--- src/rtl/lzss_enc_token_pkg.sv ---
// Shared LZSS encoder definitions: token FSM encoding, default minimum match
// length and the token payload width derivation.
package lzss_enc_token_pkg;

  localparam logic [1:0] ST_RUN  = 2'd0;
  localparam logic [1:0] ST_SKIP = 2'd1;
  localparam logic [1:0] ST_DONE = 2'd2;

  localparam int LZSS_MIN_MATCH = 2;

  // Payload must carry either a literal byte or a packed {offset,length} pair.
  function automatic int lzss_code_width(input int data_w, input int off_w, input int len_w);
    return (data_w > off_w + len_w) ? data_w : off_w + len_w;
  endfunction

endpackage

--- src/rtl/lzss_enc_token_reg.sv ---
// One-entry token output register; holds its contents while the consumer stalls.
module lzss_enc_token_reg #(
  parameter int pCodeWidth = 9
) (
  input  logic                  clk,
  input  logic                  rst_x,
  input  logic                  clear,
  input  logic                  load,
  input  logic                  ready,
  input  logic                  load_flag,
  input  logic [pCodeWidth-1:0] load_code,
  input  logic                  load_last,
  output logic                  valid,
  output logic                  flag,
  output logic [pCodeWidth-1:0] code,
  output logic                  last
);

  always_ff @(posedge clk) begin
    if (!rst_x) begin
      valid <= 1'b0;
      flag  <= 1'b0;
      code  <= '0;
      last  <= 1'b0;
    end else if (clear) begin
      valid <= 1'b0;
    end else if (load) begin
      valid <= 1'b1;
      flag  <= load_flag;
      code  <= load_code;
      last  <= load_last;
    end else if (ready) begin
      valid <= 1'b0;
    end
  end

endmodule

--- src/rtl/lzss_enc_token.sv ---
// LZSS token emitter: turns per-position match results into literal/match tokens,
// skipping the positions covered by an emitted match.
module lzss_enc_token
  import lzss_enc_token_pkg::*;
#(
  parameter int pDataWidth   = 8,
  parameter int pOffsetWidth = 6,
  parameter int pLengthWidth = 3,
  parameter int pMinMatch    = LZSS_MIN_MATCH,
  parameter int pCodeWidth   = lzss_code_width(pDataWidth, pOffsetWidth, pLengthWidth)
) (
  input  logic                    clk,
  input  logic                    rst_x,
  input  logic                    i_clear,
  input  logic                    i_valid,
  output logic                    o_ready,
  input  logic [pDataWidth-1:0]   i_data,
  input  logic [pOffsetWidth-1:0] i_offset,
  input  logic [pLengthWidth-1:0] i_length,
  input  logic                    i_last,
  input  logic                    i_eos,
  output logic                    o_update,
  output logic                    o_valid,
  input  logic                    i_ready,
  output logic                    o_flag,
  output logic [pCodeWidth-1:0]   o_code,
  output logic                    o_last
);

  localparam logic [pLengthWidth-1:0] MIN_LEN = pLengthWidth'(pMinMatch);
  localparam logic [pLengthWidth-1:0] ONE     = pLengthWidth'(1);

  logic [1:0]              state_reg, state_next;
  logic [pLengthWidth-1:0] cnt_reg, cnt_next;
  logic                    acc, load, is_match, tok_last;
  logic [pCodeWidth-1:0]   tok_code;

  // Only RUN can back-pressure; skipped and post-stream beats are always absorbed.
  assign o_ready  = (state_reg == ST_RUN) ? (!o_valid || i_ready) : 1'b1;
  assign acc      = i_valid & o_ready;
  assign o_update = acc;

  assign load     = acc && (state_reg == ST_RUN) && !i_clear;
  assign is_match = (i_length >= MIN_LEN);
  assign tok_last = is_match ? i_last : i_eos;
  assign tok_code = is_match ? pCodeWidth'({i_offset, i_length}) : pCodeWidth'(i_data);

  always_comb begin
    state_next = state_reg;
    cnt_next   = cnt_reg;
    case (state_reg)
      ST_RUN: begin
        if (load) begin
          if (tok_last) begin
            state_next = ST_DONE;
          end else if (is_match && (i_length > ONE)) begin
            cnt_next   = i_length - ONE;
            state_next = ST_SKIP;
          end
        end
      end
      ST_SKIP: begin
        if (acc) begin
          if (i_eos) begin
            cnt_next   = '0;
            state_next = ST_DONE;
          end else if (cnt_reg <= ONE) begin
            cnt_next   = '0;
            state_next = ST_RUN;
          end else begin
            cnt_next = cnt_reg - ONE;
          end
        end
      end
      ST_DONE: begin
        state_next = ST_DONE;
      end
      default: begin
        state_next = ST_RUN;
        cnt_next   = '0;
      end
    endcase
  end

  always_ff @(posedge clk) begin
    if (!rst_x || i_clear) begin
      state_reg <= ST_RUN;
      cnt_reg   <= '0;
    end else begin
      state_reg <= state_next;
      cnt_reg   <= cnt_next;
    end
  end

  lzss_enc_token_reg #(
    .pCodeWidth(pCodeWidth)
  ) u_out (
    .clk       (clk),
    .rst_x     (rst_x),
    .clear     (i_clear),
    .load      (load),
    .ready     (i_ready),
    .load_flag (is_match),
    .load_code (tok_code),
    .load_last (tok_last),
    .valid     (o_valid),
    .flag      (o_flag),
    .code      (o_code),
    .last      (o_last)
  );

endmodule
--- config.mk ---
export PLATFORM = sky130hd
export DESIGN_NAME = lzss_enc_token
export DESIGN_NICKNAME = d
export VERILOG_FILES = /design/src/rtl/lzss_enc_token_pkg.sv /design/src/rtl/lzss_enc_token_reg.sv /design/src/rtl/lzss_enc_token.sv
export SDC_FILE = /design/constraint.sdc
export NUM_CORES = 1
export LEC_CHECK = 0
export BUFFER_PORTS_ARGS = -buffer_cell sky130_fd_sc_hd__buf_2
export CAP_MARGIN = 20
export CORE_UTILIZATION = 30
export DETAILED_ROUTE_END_ITERATION = 10
export PLACE_DENSITY_LB_ADDON = 0.3
export SLEW_MARGIN = 20
export SYNTH_ARGS = -nofsm -noshare
export SYNTH_HDL_FRONTEND = slang
export SYNTH_SLANG_ARGS = --single-unit
--- constraint.sdc ---
create_clock -name clk -period 1.7 [get_ports clk]
set_input_delay 0.425 -clock clk [delete_from_list [all_inputs] [get_ports clk]]
set_output_delay 0.425 -clock clk [all_outputs]
set_load 0.01 [all_outputs]
Word level (Yosys, flattened, before mapping)
Cells that the tools add are included.

word-level totals
  RAM bits = 0
  memories kept = 0
  memory bits (read-only) = 0
  latch bits = 0
  register bits = 17
  output and inout bits = 14

cells by class
  $lt $le $gt $ge = 3
  divide/modulo/power cells = 0
  reductions and logical operators = 14
  multiply operators = 0
  bitwise logic cells = 4
  eq/ne operators = 8
  add/sub/neg operators = 2
  shifts and indexed selects = 0
  multiplexer cells = 19

operator list
  cell                 count
  $mux 3               6
  $mux 2               6
  $mux 9               1
  $pmux 3 s3           1
  $ne 2x2->1 const B   3
  $pmux 2 s3           1
  $sub 3x1->3 const B  2
  $reduce_and 5->1     1
  $mux 1               4
  $reduce_and 4->1     1
  $ge 3x2->1 const B   1
  $gt 3x1->1 const B   1
  $le 3x1->1 const B   1
  $logic_and 1x1->1    3
  $logic_not 1->1      3
  $ne 3x1->1 const B   1
  $ne 3x3->1 const B   1
  $not 1->1            3
  $eq 2x1->1 const B   1
  $eq 2x2->1 const B   1
  $logic_not 2->1      1
  $logic_or 1x1->1     2
  $ne 2x1->1 const B   1
  $reduce_and 2->1     1
  3 further kinds      3

Depth between registers and ports, before layout
  word-level depth = 8
  gate-level depth with buffers = 7
  gate-level depth less buffers = 6

Modules after synthesis
From an unflattened synthesis, not the netlist that was laid out.

second synthesis, totals
  cell total of the unflattened synthesis = 120
  area total of the unflattened synthesis = 1062.3 µm²

by module, submodules not included
  module              area each (µm²)  sequential area each (µm²)  instances  cells an instance
  lzss_enc_token      558.0            100.1                       1          68
  lzss_enc_token_reg  504.2            240.2                       1          52

Worst setup path after synthesis
Ideal clock, no wire load.

  kind = flip-flop to flip-flop
  start point = register cnt_reg[1]
  end point = register state_reg[0]
  data required time = 1.561 ns
  setup slack = 0.271 ns
  setup time = 0.139 ns
  path buffers = 0
  cell stages (with the launch flop) = 7
  arrival time = 1.290 ns
  cells stage by stage = dfxtp_1 > inv_1 > ha_1 > o21ba_2 > nor3_1 > o41ai_1 > o22ai_1

between the ends
  word-level cells in the longest chain between the ends = 3

RTL lines
  element                     line                  text
  from (decl)                 lzss_enc_token.sv:34  logic [pLengthWidth-1:0] cnt_reg, cnt_next;
  from (signal assigned)      lzss_enc_token.sv:91  cnt_reg <= cnt_next;
  $le 3x1->1                  lzss_enc_token.sv:67  end else if (cnt_reg <= ONE) begin
  $ne 3x3->1 (no line)        n/a
  $reduce_and 4->1 (no line)  n/a
  to (signal assigned)        lzss_enc_token.sv:90  state_reg <= state_next;
  to (decl)                   lzss_enc_token.sv:33  logic [1:0] state_reg, state_next;

Every way passes these cells.
A chain may end at the register's enable or synchronous reset.

Final worst setup path
  start point = register state_reg[1]
  end point = output port o_update

between the ends
  word-level cells in the longest chain between the ends = 3

RTL lines
  element          line                  text
  $logic_not 2->1  lzss_enc_token.sv:39  assign o_ready = (state_reg == ST_RUN) ? (!o_valid || i_ready) : 1'b1;
  $mux 1           lzss_enc_token.sv:39
  $and 1x1->1      lzss_enc_token.sv:40  assign acc = i_valid & o_ready;
  to (decl)        lzss_enc_token.sv:22  output logic o_update,

Every way passes these cells.

==> results.json <==
{
  "outcome": "finished clean",
  "worst_pin_slew_ps": 436,
  "min_period_ps": 1590,
  "ir_drop_mv": 0.312,
  "r2r_slack_ps": 120,
  "clock-sinks": 17,
  "path_class": "register to output pin",
  "placed_cell_area_um2": 1210,
  "finalPower_uw": 827,
  "die_h_um": 59.9,
  "drt-total-wl_um": 2360,
  "synth_nets": 139,
  "fin_util": 0.404,
  "synth_cells": 112,
  "maxSlewHeadroom": 0.709,
  "cp-start-kind": "register",
  "synth_top_area_frac": 0.338,
  "min_path_type": "input pin to register",
  "grt_usage": 0.139,
  "ys_types": 36,
  "synth.area.top_cells": "dfxtp_1 34%, o211a_1 9.0%, buf_6 6.7%",
  "finalHoldViolations": 0,
  "insertion_delay_ps": 290,
  "whs_endpoint": "u_out.code[8]",
  "cts_buffers": 3,
  "dr.first_iter.drc_count": 45,
  "syn_to_final_growth_pct": 25.6,
  "viasPerCell": 4.80,
  "antenna_left": 0,
  "ctsHoldBuffers": 0,
  "fmax_mhz": 629,
  "largest_reg_flops": 9,
  "coreArea_um2": 3130,
  "synth-edff-count": 0,
  "rsz0062_at_grt": "no",
  "antenna_found_initial": 0,
  "ff2ff_path_depth": 5,
  "dp_hpwl_um": 1800,
  "period_share": 0.935,
  "syn_avg_cell_area_um2": 8.98,
  "crit_path_end_kind": "output pin",
  "p_leak_nw": 0.630,
  "via_count": 945,
  "drc": 0,
  "start_util": 0.322,
  "clk_pin_slew_ps": 110,
  "netlist.top_cell.by_area": "dfxtp_1",
  "maxSlewViolCount": 0,
  "final.fill_count": 338,
  "synth_warnings": 0,
  "wl_per_cell_um": 12.0,
  "rows": 20,
  "postSynth.asyncResetShare": 0,
  "synth_seq_area_share": 0.338,
  "root_buffer": "clkbuf_4",
  "synthFlopType": "dfxtp_1",
  "grt_pass1_vias": 885,
  "n_antenna_cell": 0,
  "yosysMostFrequentCell": "dfxtp_1",
  "path_max_fanout": 3,
  "io_buffers": 37,
  "die_x_um": 59.9,
  "power.density_nw_per_um2": 654,
  "fin_nets": 181,
  "grt_max_degree": 25,
  "first_pass_iters": 4,
  "grt_pass1_wl_um": 3800,
  "cp.required_ps": 1270,
  "finalSetupViolCount": 0,
  "fin_worst_skew_ps": 7.74,
  "h-tree-depth": 1,
  "crit_arrival_ps": 1160,
  "min_from": "i_offset[5]",
  "hold-worst-slack_ps": 414,
  "die-area_um2": 3590,
  "worst_r2r_endpoint": "u_out.code[0]",
  "setup_tns_ps": 0,
  "finalWeightedCongestion": 0.849,
  "max-clock-path-buffers": 2,
  "grt_remaining_overflow": 0,
  "r2r_start": "u_out.valid",
  "cts_tree": "built",
  "boundaryPins": 38,
  "drive_gt1_frac": 0.366,
  "hold_depth": 3,
  "syn_area_um2": 1010,
  "cap_violations": 0,
  "synthTopCellsByCount": "17 x dfxtp_1, 11 x nand2_1, 9 x o211a_1, 8 x nand3_1, 8 x o21ai_0",
  "synth_seq_cells": 17,
  "finish.instance_area_um2": 1260
}
## worst max-delay path, cell delays in order, from the launching register on
cell and delay, ps:
dfxtp_1 350, nor2_2 170, nand2_1 80, and2_1 150
buf_2 130
## metrics by stage
stage / setup WS [ps] / std cells
floorplan: 271 / 112
global placement: 139 / 191
detailed placement: 74.8 / 191
CTS: 40.4 / 195
global route: 1.51 / 197
finish: 110 / 197
## how the worst max path moves through the flow
stage                            start       endpoint  slack, ps  depth (start not counted)
final                     state_reg[1]       o_update        110                          4
after global routing       u_out.valid  u_out.code[8]          2                          5
after CTS                 state_reg[1]       o_update         40                          4
after detailed placement   i_length[2]     cnt_reg[1]         70                          5
after global placement         i_ready  u_out.code[0]        140                          5
after floorplan             cnt_reg[1]   state_reg[0]        270                          6
## report_power, final
group	switching (mW)	internal, mW
logic	0.0928	0.0849
clock network	0.131	0.0874
registers	0.0111	0.420
## cell type report
cell class / count / area (µm²) / share of cell area
multi-input cells: 81 / 573 / 0.453
flip-flops and latches: 17 / 340 / 0.269
repair buffers: 45 / 245 / 0.194
well taps: 44 / 55.1 / 0.0436
clock buffers: 3 / 22.5 / 0.0178
inverters: 6 / 22.5 / 0.0178
clock inverters: 1 / 5.00 / 0.00396
## cell families after synthesis
group           count (synthesis)  synth area share
compound gates                 38             0.290
simple gates                   38             0.214
flops                          17             0.338
buf+inv                        14             0.102
fa+ha+maj                       3            0.0373
xor+xnor                        1           0.00871
mux                             1           0.00995
## placed cells by master (no fill, tap or decap), types with 4 or more instances in the layout
master / count
a21oi_1: 4
buf_2: 37
buf_4: 8
dfxtp_1: 17
inv_1: 6
nand2_1: 11
nand3_1: 8
nor2_1: 4
o211a_1: 9
o21ai_0: 8
## layer usage
layer / GRT usage / part of all wire
met5: 0 / 0
met4: 0.0598 / 0.010
met3: 0.0216 / 0.039
met2: 0.224 / 0.47
met1: 0.183 / 0.48
## what timing repair did
item,4_1_cts,5_1_grt
buffers inserted,0,2
gates resized for setup,0,2
setup endpoints to repair,0,2
(Power assumes the default switching activity.)
